File: config.mk
export PLATFORM = sky130hd
export DESIGN_NAME = tivi_bus_master_flat
export DESIGN_NICKNAME = d
export VERILOG_FILES = /design/src/rtl/tivi_bus_master_if.sv /design/src/rtl/tivi_bus_master.sv /design/src/flat_wrapper.sv
export SDC_FILE = /design/constraint.sdc
export NUM_CORES = 1
export LEC_CHECK = 0
export ABC_AREA = 0
export CAP_MARGIN = 40
export CORE_ASPECT_RATIO = 1.75
export CORE_UTILIZATION = 48
export CTS_CLUSTER_DIAMETER = 30
export DETAILED_ROUTE_END_ITERATION = 10
export PLACE_DENSITY = 0.94
export SLEW_MARGIN = 0
export SYNTH_ARGS = -nofsm -noshare
export SYNTH_HDL_FRONTEND = slang
export SYNTH_SLANG_ARGS = --single-unit
File: constraint.sdc
create_clock -name clk -period 5 [get_ports clk]
set_input_delay 0.75 -clock clk [delete_from_list [all_inputs] [get_ports clk]]
set_output_delay 0.75 -clock clk [all_outputs]
set_load 0.005 [all_outputs]
File: src/rtl/tivi_bus_master_if.sv
// Request/response port and TIVI pin bundle for the TIVI register-bus initiator.
// The master modport is the initiator's view; slave is the host/pad side.
interface tivi_bus_master_if;
  logic       req_valid;
  logic       req_ready;
  logic       req_we;
  logic [3:0] req_rs;
  logic [7:0] req_wdata;
  logic       rsp_valid;
  logic       rsp_we;
  logic [7:0] rsp_rdata;
  logic       csb;
  logic       rdb;
  logic       wrb;
  logic [3:0] rs;
  logic [7:0] dout;
  logic       dout_en;
  logic [7:0] din;

  modport master (
    input  req_valid, req_we, req_rs, req_wdata, din,
    output req_ready, rsp_valid, rsp_we, rsp_rdata,
           csb, rdb, wrb, rs, dout, dout_en
  );

  modport slave (
    output req_valid, req_we, req_rs, req_wdata, din,
    input  req_ready, rsp_valid, rsp_we, rsp_rdata,
           csb, rdb, wrb, rs, dout, dout_en
  );
endinterface

File: src/rtl/tivi_bus_master.sv
// Host-side TIVI register-bus initiator: one access at a time, registered strobes with
// programmable setup / strobe / hold / recovery cycle counts.
module tivi_bus_master #(
  parameter int SETUP_CYC   = 2,
  parameter int STROBE_CYC  = 6,
  parameter int HOLD_CYC    = 1,
  parameter int RECOVER_CYC = 4
) (
  input logic               clk,
  input logic               reset,
  tivi_bus_master_if.master bus
);
  localparam logic [3:0] SETUP_LOAD  = 4'(SETUP_CYC - 1);
  localparam logic [3:0] STROBE_LOAD = 4'(STROBE_CYC - 1);
  localparam logic [3:0] HOLD_LOAD   = 4'(HOLD_CYC - 1);
  // The IDLE cycle that accepts the next request is the last csb-high cycle, so
  // RECOVER itself lasts one cycle less and is skipped entirely when RECOVER_CYC is 1.
  localparam logic [3:0] RECOVER_LOAD = 4'((RECOVER_CYC > 1) ? RECOVER_CYC - 2 : 0);

  typedef enum logic [2:0] {
    ST_IDLE,
    ST_SETUP,
    ST_STROBE,
    ST_HOLD,
    ST_RECOVER
  } state_t;

  state_t     state_reg, state_next;
  logic [3:0] cnt_reg, cnt_next;
  logic       we_reg, we_next;
  logic       csb_reg, csb_next;
  logic       rdb_reg, rdb_next;
  logic       wrb_reg, wrb_next;
  logic [3:0] rs_reg, rs_next;
  logic [7:0] dout_reg, dout_next;
  logic       dout_en_reg, dout_en_next;
  logic       rsp_valid_reg, rsp_valid_next;
  logic       rsp_we_reg, rsp_we_next;
  logic [7:0] rsp_rdata_reg, rsp_rdata_next;

  always_ff @(posedge clk or posedge reset) begin
    if (reset) begin
      state_reg     <= ST_IDLE;
      cnt_reg       <= 4'd0;
      we_reg        <= 1'b0;
      csb_reg       <= 1'b1;
      rdb_reg       <= 1'b1;
      wrb_reg       <= 1'b1;
      rs_reg        <= 4'd0;
      dout_reg      <= 8'd0;
      dout_en_reg   <= 1'b0;
      rsp_valid_reg <= 1'b0;
      rsp_we_reg    <= 1'b0;
      rsp_rdata_reg <= 8'd0;
    end else begin
      state_reg     <= state_next;
      cnt_reg       <= cnt_next;
      we_reg        <= we_next;
      csb_reg       <= csb_next;
      rdb_reg       <= rdb_next;
      wrb_reg       <= wrb_next;
      rs_reg        <= rs_next;
      dout_reg      <= dout_next;
      dout_en_reg   <= dout_en_next;
      rsp_valid_reg <= rsp_valid_next;
      rsp_we_reg    <= rsp_we_next;
      rsp_rdata_reg <= rsp_rdata_next;
    end
  end

  always_comb begin
    state_next     = state_reg;
    cnt_next       = (cnt_reg != 4'd0) ? cnt_reg - 4'd1 : cnt_reg;
    we_next        = we_reg;
    csb_next       = csb_reg;
    rdb_next       = rdb_reg;
    wrb_next       = wrb_reg;
    rs_next        = rs_reg;
    dout_next      = dout_reg;
    dout_en_next   = dout_en_reg;
    rsp_valid_next = 1'b0;
    rsp_we_next    = rsp_we_reg;
    rsp_rdata_next = rsp_rdata_reg;

    case (state_reg)
      ST_IDLE: begin
        if (bus.req_valid) begin
          we_next  = bus.req_we;
          rs_next  = bus.req_rs;
          csb_next = 1'b0;
          if (bus.req_we) begin
            dout_next    = bus.req_wdata;
            dout_en_next = 1'b1;
          end
          cnt_next   = SETUP_LOAD;
          state_next = ST_SETUP;
        end
      end
      ST_SETUP: begin
        if (cnt_reg == 4'd0) begin
          rdb_next   = we_reg;
          wrb_next   = !we_reg;
          cnt_next   = STROBE_LOAD;
          state_next = ST_STROBE;
        end
      end
      ST_STROBE: begin
        if (cnt_reg == 4'd0) begin
          if (!we_reg) rsp_rdata_next = bus.din;
          rdb_next   = 1'b1;
          wrb_next   = 1'b1;
          cnt_next   = HOLD_LOAD;
          state_next = ST_HOLD;
        end
      end
      ST_HOLD: begin
        if (cnt_reg == 4'd0) begin
          rsp_valid_next = 1'b1;
          rsp_we_next    = we_reg;
          csb_next       = 1'b1;
          dout_en_next   = 1'b0;
          cnt_next       = RECOVER_LOAD;
          state_next     = (RECOVER_CYC > 1) ? ST_RECOVER : ST_IDLE;
        end
      end
      ST_RECOVER: begin
        if (cnt_reg == 4'd0) state_next = ST_IDLE;
      end
      default: state_next = ST_IDLE;
    endcase
  end

  assign bus.req_ready = (state_reg == ST_IDLE);
  assign bus.rsp_valid = rsp_valid_reg;
  assign bus.rsp_we    = rsp_we_reg;
  assign bus.rsp_rdata = rsp_rdata_reg;
  assign bus.csb       = csb_reg;
  assign bus.rdb       = rdb_reg;
  assign bus.wrb       = wrb_reg;
  assign bus.rs        = rs_reg;
  assign bus.dout      = dout_reg;
  assign bus.dout_en   = dout_en_reg;
endmodule

File: src/flat_wrapper.sv
// flat-port wrapper written by rule: the top's interface ports become plain ports
module tivi_bus_master_flat 
#(
  parameter int SETUP_CYC   = 2,
  parameter int STROBE_CYC  = 6,
  parameter int HOLD_CYC    = 1,
  parameter int RECOVER_CYC = 4
)
  (clk, reset, bus_req_valid, bus_req_we, bus_req_rs, bus_req_wdata, bus_din, bus_req_ready, bus_rsp_valid, bus_rsp_we, bus_rsp_rdata, bus_csb, bus_rdb, bus_wrb, bus_rs, bus_dout, bus_dout_en);
  tivi_bus_master_if bus_i ();
  input logic clk;
  input logic reset;
  input wire logic [$bits(bus_i.req_valid)-1:0] bus_req_valid;
  input wire logic [$bits(bus_i.req_we)-1:0] bus_req_we;
  input wire logic [$bits(bus_i.req_rs)-1:0] bus_req_rs;
  input wire logic [$bits(bus_i.req_wdata)-1:0] bus_req_wdata;
  input wire logic [$bits(bus_i.din)-1:0] bus_din;
  output wire logic [$bits(bus_i.req_ready)-1:0] bus_req_ready;
  output wire logic [$bits(bus_i.rsp_valid)-1:0] bus_rsp_valid;
  output wire logic [$bits(bus_i.rsp_we)-1:0] bus_rsp_we;
  output wire logic [$bits(bus_i.rsp_rdata)-1:0] bus_rsp_rdata;
  output wire logic [$bits(bus_i.csb)-1:0] bus_csb;
  output wire logic [$bits(bus_i.rdb)-1:0] bus_rdb;
  output wire logic [$bits(bus_i.wrb)-1:0] bus_wrb;
  output wire logic [$bits(bus_i.rs)-1:0] bus_rs;
  output wire logic [$bits(bus_i.dout)-1:0] bus_dout;
  output wire logic [$bits(bus_i.dout_en)-1:0] bus_dout_en;
  assign bus_i.req_valid = bus_req_valid;
  assign bus_i.req_we = bus_req_we;
  assign bus_i.req_rs = bus_req_rs;
  assign bus_i.req_wdata = bus_req_wdata;
  assign bus_i.din = bus_din;
  assign bus_req_ready = bus_i.req_ready;
  assign bus_rsp_valid = bus_i.rsp_valid;
  assign bus_rsp_we = bus_i.rsp_we;
  assign bus_rsp_rdata = bus_i.rsp_rdata;
  assign bus_csb = bus_i.csb;
  assign bus_rdb = bus_i.rdb;
  assign bus_wrb = bus_i.wrb;
  assign bus_rs = bus_i.rs;
  assign bus_dout = bus_i.dout;
  assign bus_dout_en = bus_i.dout_en;
  tivi_bus_master #(.SETUP_CYC(SETUP_CYC), .STROBE_CYC(STROBE_CYC), .HOLD_CYC(HOLD_CYC), .RECOVER_CYC(RECOVER_CYC)) u_core (.clk(clk), .reset(reset), .bus(bus_i));
endmodule
; ---- After elaboration in Yosys (flattened, before gate mapping)
; Cells that the tools add are included.
[word_totals]
romBits = 0
mem_bits_rw = 0
in_bits = 24
latchBits = 0
wordCells = 63
reg_bits = 34
mem_count = 0
[op_classes]
n_mul = 0
reduce_logical = 14
n_lt_le_gt_ge = 0
n_bitwise = 1
shifts = 0
addsub = 1
n_div = 0
muxes = 25
eq_ne = 10
[op_table]
columns = cell, count
row1 = 4-bit 2-to-1 mux, 5
row2 = 4-bit one-hot mux with 4 select lines, 1
row3 = 3-bit 2-to-1 mux, 5
row4 = 3-bit one-hot mux with 5 select lines, 1
row5 = 3-bit AND reduction, 4
row6 = 1-bit 2-to-1 mux, 9
row7 = 2-bit by 1-bit != test with 1-bit output (second input constant), 4
row8 = 1-bit one-hot mux with 2 select lines, 4
row9 = 3-bit by 2-bit == test with 1-bit output (second input constant), 2
row10 = 5-bit AND reduction, 1
row11 = 4-bit logical NOT, 1
row12 = 2-bit != test (second input constant), 2
row13 = 2-bit AND reduction, 2
row14 = 4-bit AND reduction, 1
row15 = 2-bit nonzero test, 2
row16 = 4-bit nonzero test, 1
row17 = 4-bit by 1-bit subtractor with 4-bit output (second input constant), 1
row18 = 3-bit by 1-bit == test with 1-bit output (second input constant), 1
row19 = 3-bit == test (second input constant), 1
row20 = 3-bit logical NOT, 1
row21 = 1-bit logical NOT, 1
row22 = 1-bit NOT, 1

; ---- Longest topological paths before layout
[depth]
depth_word = 4
ltp_mapped = 7
ltp_nobuf = 7

; ---- Least setup slack after synthesis
; Ideal clock, no wire load.
[synth_timing]
path_type = reg2reg
from = register u_core.cnt_reg[0]
to = register u_core.cnt_reg[0]
period_less_slack_ps = 2008
arrival_time_ps = 1921
stages_incl_launch_ff = 8
slack_ps = 2992
path_buffers = 0
path_cell_list = dfrtp_1 -> inv_1 -> ha_1 -> nor3b_1 -> inv_1 -> ha_1 -> a221o_1 -> a22oi_1
[synth_via]
elab_chain_cells = 4
[synth_lines]
columns = item, line
row1 = start: declaration, tivi_bus_master.sv:29  ; logic [3:0] cnt_reg, cnt_next;
row2 = start signal: assignment, tivi_bus_master.sv:57  ; cnt_reg <= cnt_next;
row3 = 4-bit by 1-bit subtractor with 4-bit output or 4-bit nonzero test (tied branches), tivi_bus_master.sv:73  ; cnt_next = (cnt_reg != 4'd0) ? cnt_reg - 4'd1 : cnt_reg;
row4 = 4-bit 2-to-1 mux, tivi_bus_master.sv:73
row5 = 4-bit 2-to-1 mux (on tied branches), n/a
row6 = 4-bit one-hot mux with 4 select lines *, tivi_bus_master.sv:85  ; case (state_reg)
row7 = via u_core.cnt_next[0], tivi_bus_master.sv:29
; The timed path passes the listed nets; every way through them passes the cells marked *.
; A chain may end at the register's enable or synchronous reset.

; ---- Final worst setup path
[layout_timing]
from = register u_core.state_reg[1]
to = output port bus_req_ready
[layout_via]
elab_chain_cells = 1
[layout_lines]
columns = item, line
row1 = start: declaration, tivi_bus_master.sv:28  ; state_t state_reg, state_next;
row2 = start signal: assignment, tivi_bus_master.sv:56  ; state_reg <= state_next;
row3 = 3-bit logical NOT, tivi_bus_master.sv:133  ; assign bus.req_ready = (state_reg == ST_IDLE);
row4 = end: declaration, flat_wrapper.sv:18  ; output wire logic [$bits(bus_i.req_ready)-1:0] bus_req_ready;
; No other way between the ends.

==> impl_metrics.py <==
metrics = {
    "synthesis": {
        "syn_area_per_cell_um2": 12.8,
        "synth_most_common_cell": "dfrtp_1",
        "synth-seq-cells": 34,
        "synthFlopType": "dfrtp_1",
        "synth_top_cell_area_share_pct": 50.8,
        "synthCells": 119,
        "ys_warn_count": 0,
        "synth.distinct_cells": 34,
        "async_flop_share_pct": 100,
        "synth_area_leaders": "dfrtp_1 (51%), mux2_2 (15%), dfstp_2 (5.2%)",
        "ys_seq_area_share_pct": 55.9,
        "syn-num-nets": 146,
        "synth_edf_count": 0,
        "synth_top_area_cell": "dfrtp_1",
        "syn_area_um2": 1530,
        "netlist_top_cells_count": "dfrtp_1 (31), mux2_2 (21), inv_1 (10), nor2_1 (8)",
    },
    "worst_setup_path": {
        "reg2reg_slack_ps": 2640,
        "crit_required_ps": 4250,
        "worstSetupPathType": "register to output port",
        "reg2reg_depth": 7,
        "cp.arrival_ps": 1670,
        "endpoint_kind": "output port",
        "crit_path_start_kind": "register",
        "timing.rr.start": "u_core.cnt_reg[0]",
        "crit_fanout": 16,
        "r2r-end": "u_core.cnt_reg[0]",
    },
    "sta": {
        "max_freq_mhz": 414,
        "setup_tns_ps": 0,
        "period_share_pct": 48.3,
        "max_slew_margin_pct": 60.2,
        "period_minus_slack_ps": 2420,
        "slew_viol_final": 0,
        "tightestPinTransition_ps": 595,
        "hold_viol": 0,
        "setup_viol": 0,
        "timing.clock.skew_ps": 5.82,
        "rsz0062_at_grt": "false",
    },
    "finish": {
        "design_area_um2": 2160,
        "insertedDiodeCount": 0,
        "seq_area_um2": 855,
        "multi_input_area_um2": 613,
        "fillers": 183,
        "drive_gt1_share_pct": 21.3,
        "syn_to_final_growth_pct": 41.2,
        "num-nets-final": 200,
    },
    "run": {
        "cap_violations": 0,
    },
    "floorplan": {
        "dieHeight_um": 76.6,
        "core.rowCount": 26,
        "die_area_um2": 3420,
        "core_um2": 2960,
        "fp.dieW_um": 44.6,
        "start_util_pct": 51.6,
        "io_pins": 51,
    },
    "min_path": {
        "hp-class": "register to register",
        "min_path_cells": 1,
        "hold_end": "u_core.bus.rsp_rdata[7]",
        "holdCritStartpoint": "u_core.bus.rsp_rdata[7]",
    },
    "clock_tree": {
        "cts.clk_slew.worst_paths_ps": 70,
        "clock_latency_ps": 290,
        "cts-resized-gates": 0,
        "holdBufCountCts": 0,
        "cts_tree": "done",
        "postCtsSetupRepairBufs": 0,
        "clockRootBuffer": "clkbuf_8",
        "h-tree-depth": 2,
        "numCtsBuffers": 5,
        "cts_sinks": 34,
        "cts_max_path_buffers": 2,
    },
    "pwr": {
        "ir_drop_uv": 374,
        "power.density_nw_per_um2": 625,
        "leakage_uw": 0.000925,
        "power.switching_uw": 446,
        "internal_power_uw": 903,
        "seq_power_share_pct": 40.5,
        "pwr-share-comb_pct": 43.9,
        "switching_share_pct": 33.1,
        "clkPwrFrac_pct": 15.7,
    },
    "drt": {
        "drt-pass1-iter-count": 4,
        "wl_met3_um": 175,
        "routed_wl_mm": 3.60,
        "wl_met2_mm": 1.97,
        "vias": 1167,
        "drtAntennaViolNets": 0,
        "wire_per_inst_um": 16.7,
        "drt_drc_violations_left": 0,
        "wl_met1_mm": 1.33,
        "drt-initial-drc-count": 30,
        "via_per_inst": 5.40,
        "top_layer_used": "met4",
    },
    "global_routing": {
        "grt_max_degree": 35,
        "grt_antenna_before_repair": 0,
        "grt_usage_pct": 24.4,
        "grt_pass1_vias": 1287,
        "grt_first_pass_wirelength_mm": 5.97,
        "grt-ovfl-total": 0,
    },
    "placement": {
        "io_buffer_count": 50,
        "dpl_cell_area_um2": 2070,
        "post-dp-hpwl_mm": 2.50,
        "gp_routability_congestion": 0.829,
    },
    "status": {
        "status": "finished clean",
    },
}
## worst max-delay path, cell delays in order (launching register included)
cell,delay [ps]
dfrtp_1,590
nor3_1,230
clkdlybuf4s50_1,550
## logic make-up (layout without fill, tap and decap cells)
group                      after synthesis  count (layout)  synth area share (%)
muxes                                   22              22                  16.1
AOI/OAI and AO/OA                       19              19                  8.85
DFF                                     34              34                  55.9
xor gates and xnor gates                 2               2                  1.15
buffers and inverters                   14              69                  3.93
adders and majority gates                3               3                  2.46
and+or+nand+nor                         25              25                  11.5
## layer usage
layer	GRT usage [%]	vias up
li1	-	524
met1	28.3	589
met2	39.4	43
met3	6.40	11
met4	13.0	0
met5	0	-
## layout by cell type, fill, tap and decap left out, drive strengths merged
cell and n:
or2 1, buf 1, a221o 1, nand3 2, clkinv 1, o2bb2a 1, nand2 2, a21oi 4
nor2b 3, nor3 4, clkdlybuf4s50 50, nor3b 1, nor4bb 1, xnor2 2, a21boi 1, a311oi 2
ha 3, o311a 1, o31ai 1, clkbuf 7, dfrtp 31, a22o 1, mux2i 1, nor4b 2
nand2b 1, nor2 8, dfstp 3, o2bb2ai 1, a211oi 1, mux2 21, inv 10, o21ai 4
a22oi 1
## through the flow
stage                     hold slack, ps  instances  utilization, %  worst slack [ps]  power [uW]
final                                504        216            72.9              2580        1350
after global placement               483        208            69.8              2580        1100
after global routing                 522        216            72.9              2450        1430
after floorplan                      444        119               -              2990         829
after CTS                            510        216            72.9              2580        1360
after detailed placement             483        208            69.8              2510        1140
## worst max path at each step
stage / slack (ps) / end / start / depth (start not counted)
4_1_cts: 2580 / bus_req_ready / u_core.state_reg[1] / 2
6_report: 2580 / bus_req_ready / u_core.state_reg[1] / 2
2_1_floorplan: 2990 / u_core.cnt_reg[0] / u_core.cnt_reg[0] / 7
5_1_grt: 2450 / u_core.cnt_reg[0] / u_core.cnt_reg[0] / 7
3_3_place_gp: 2580 / u_core.bus.dout[5] / bus_req_valid / 4
3_5_place_dp: 2510 / u_core.bus.dout[2] / bus_req_valid / 4
## power groups by stage
stage / Sequential (uW) / Combinational [uW] / Clock [uW]
final: 546 / 592 / 211
after floorplan: 504 / 324 / 0
after global routing: 563 / 644 / 223
after detailed placement: 547 / 590 / 0
after CTS: 544 / 600 / 217
after global placement: 534 / 562 / 0
## area by class of cell
type	count	area share (%)
Tap cell	42	2.44
Timing Repair Buffer	51	23.5
Clock buffer	7	4.00
Inverter	10	1.74
Sequential cell	34	39.6
Multi-Input combinational cell	71	28.4
Clock inverter	1	0.232
No activity file was read; power rests on OpenSTA's default activity.
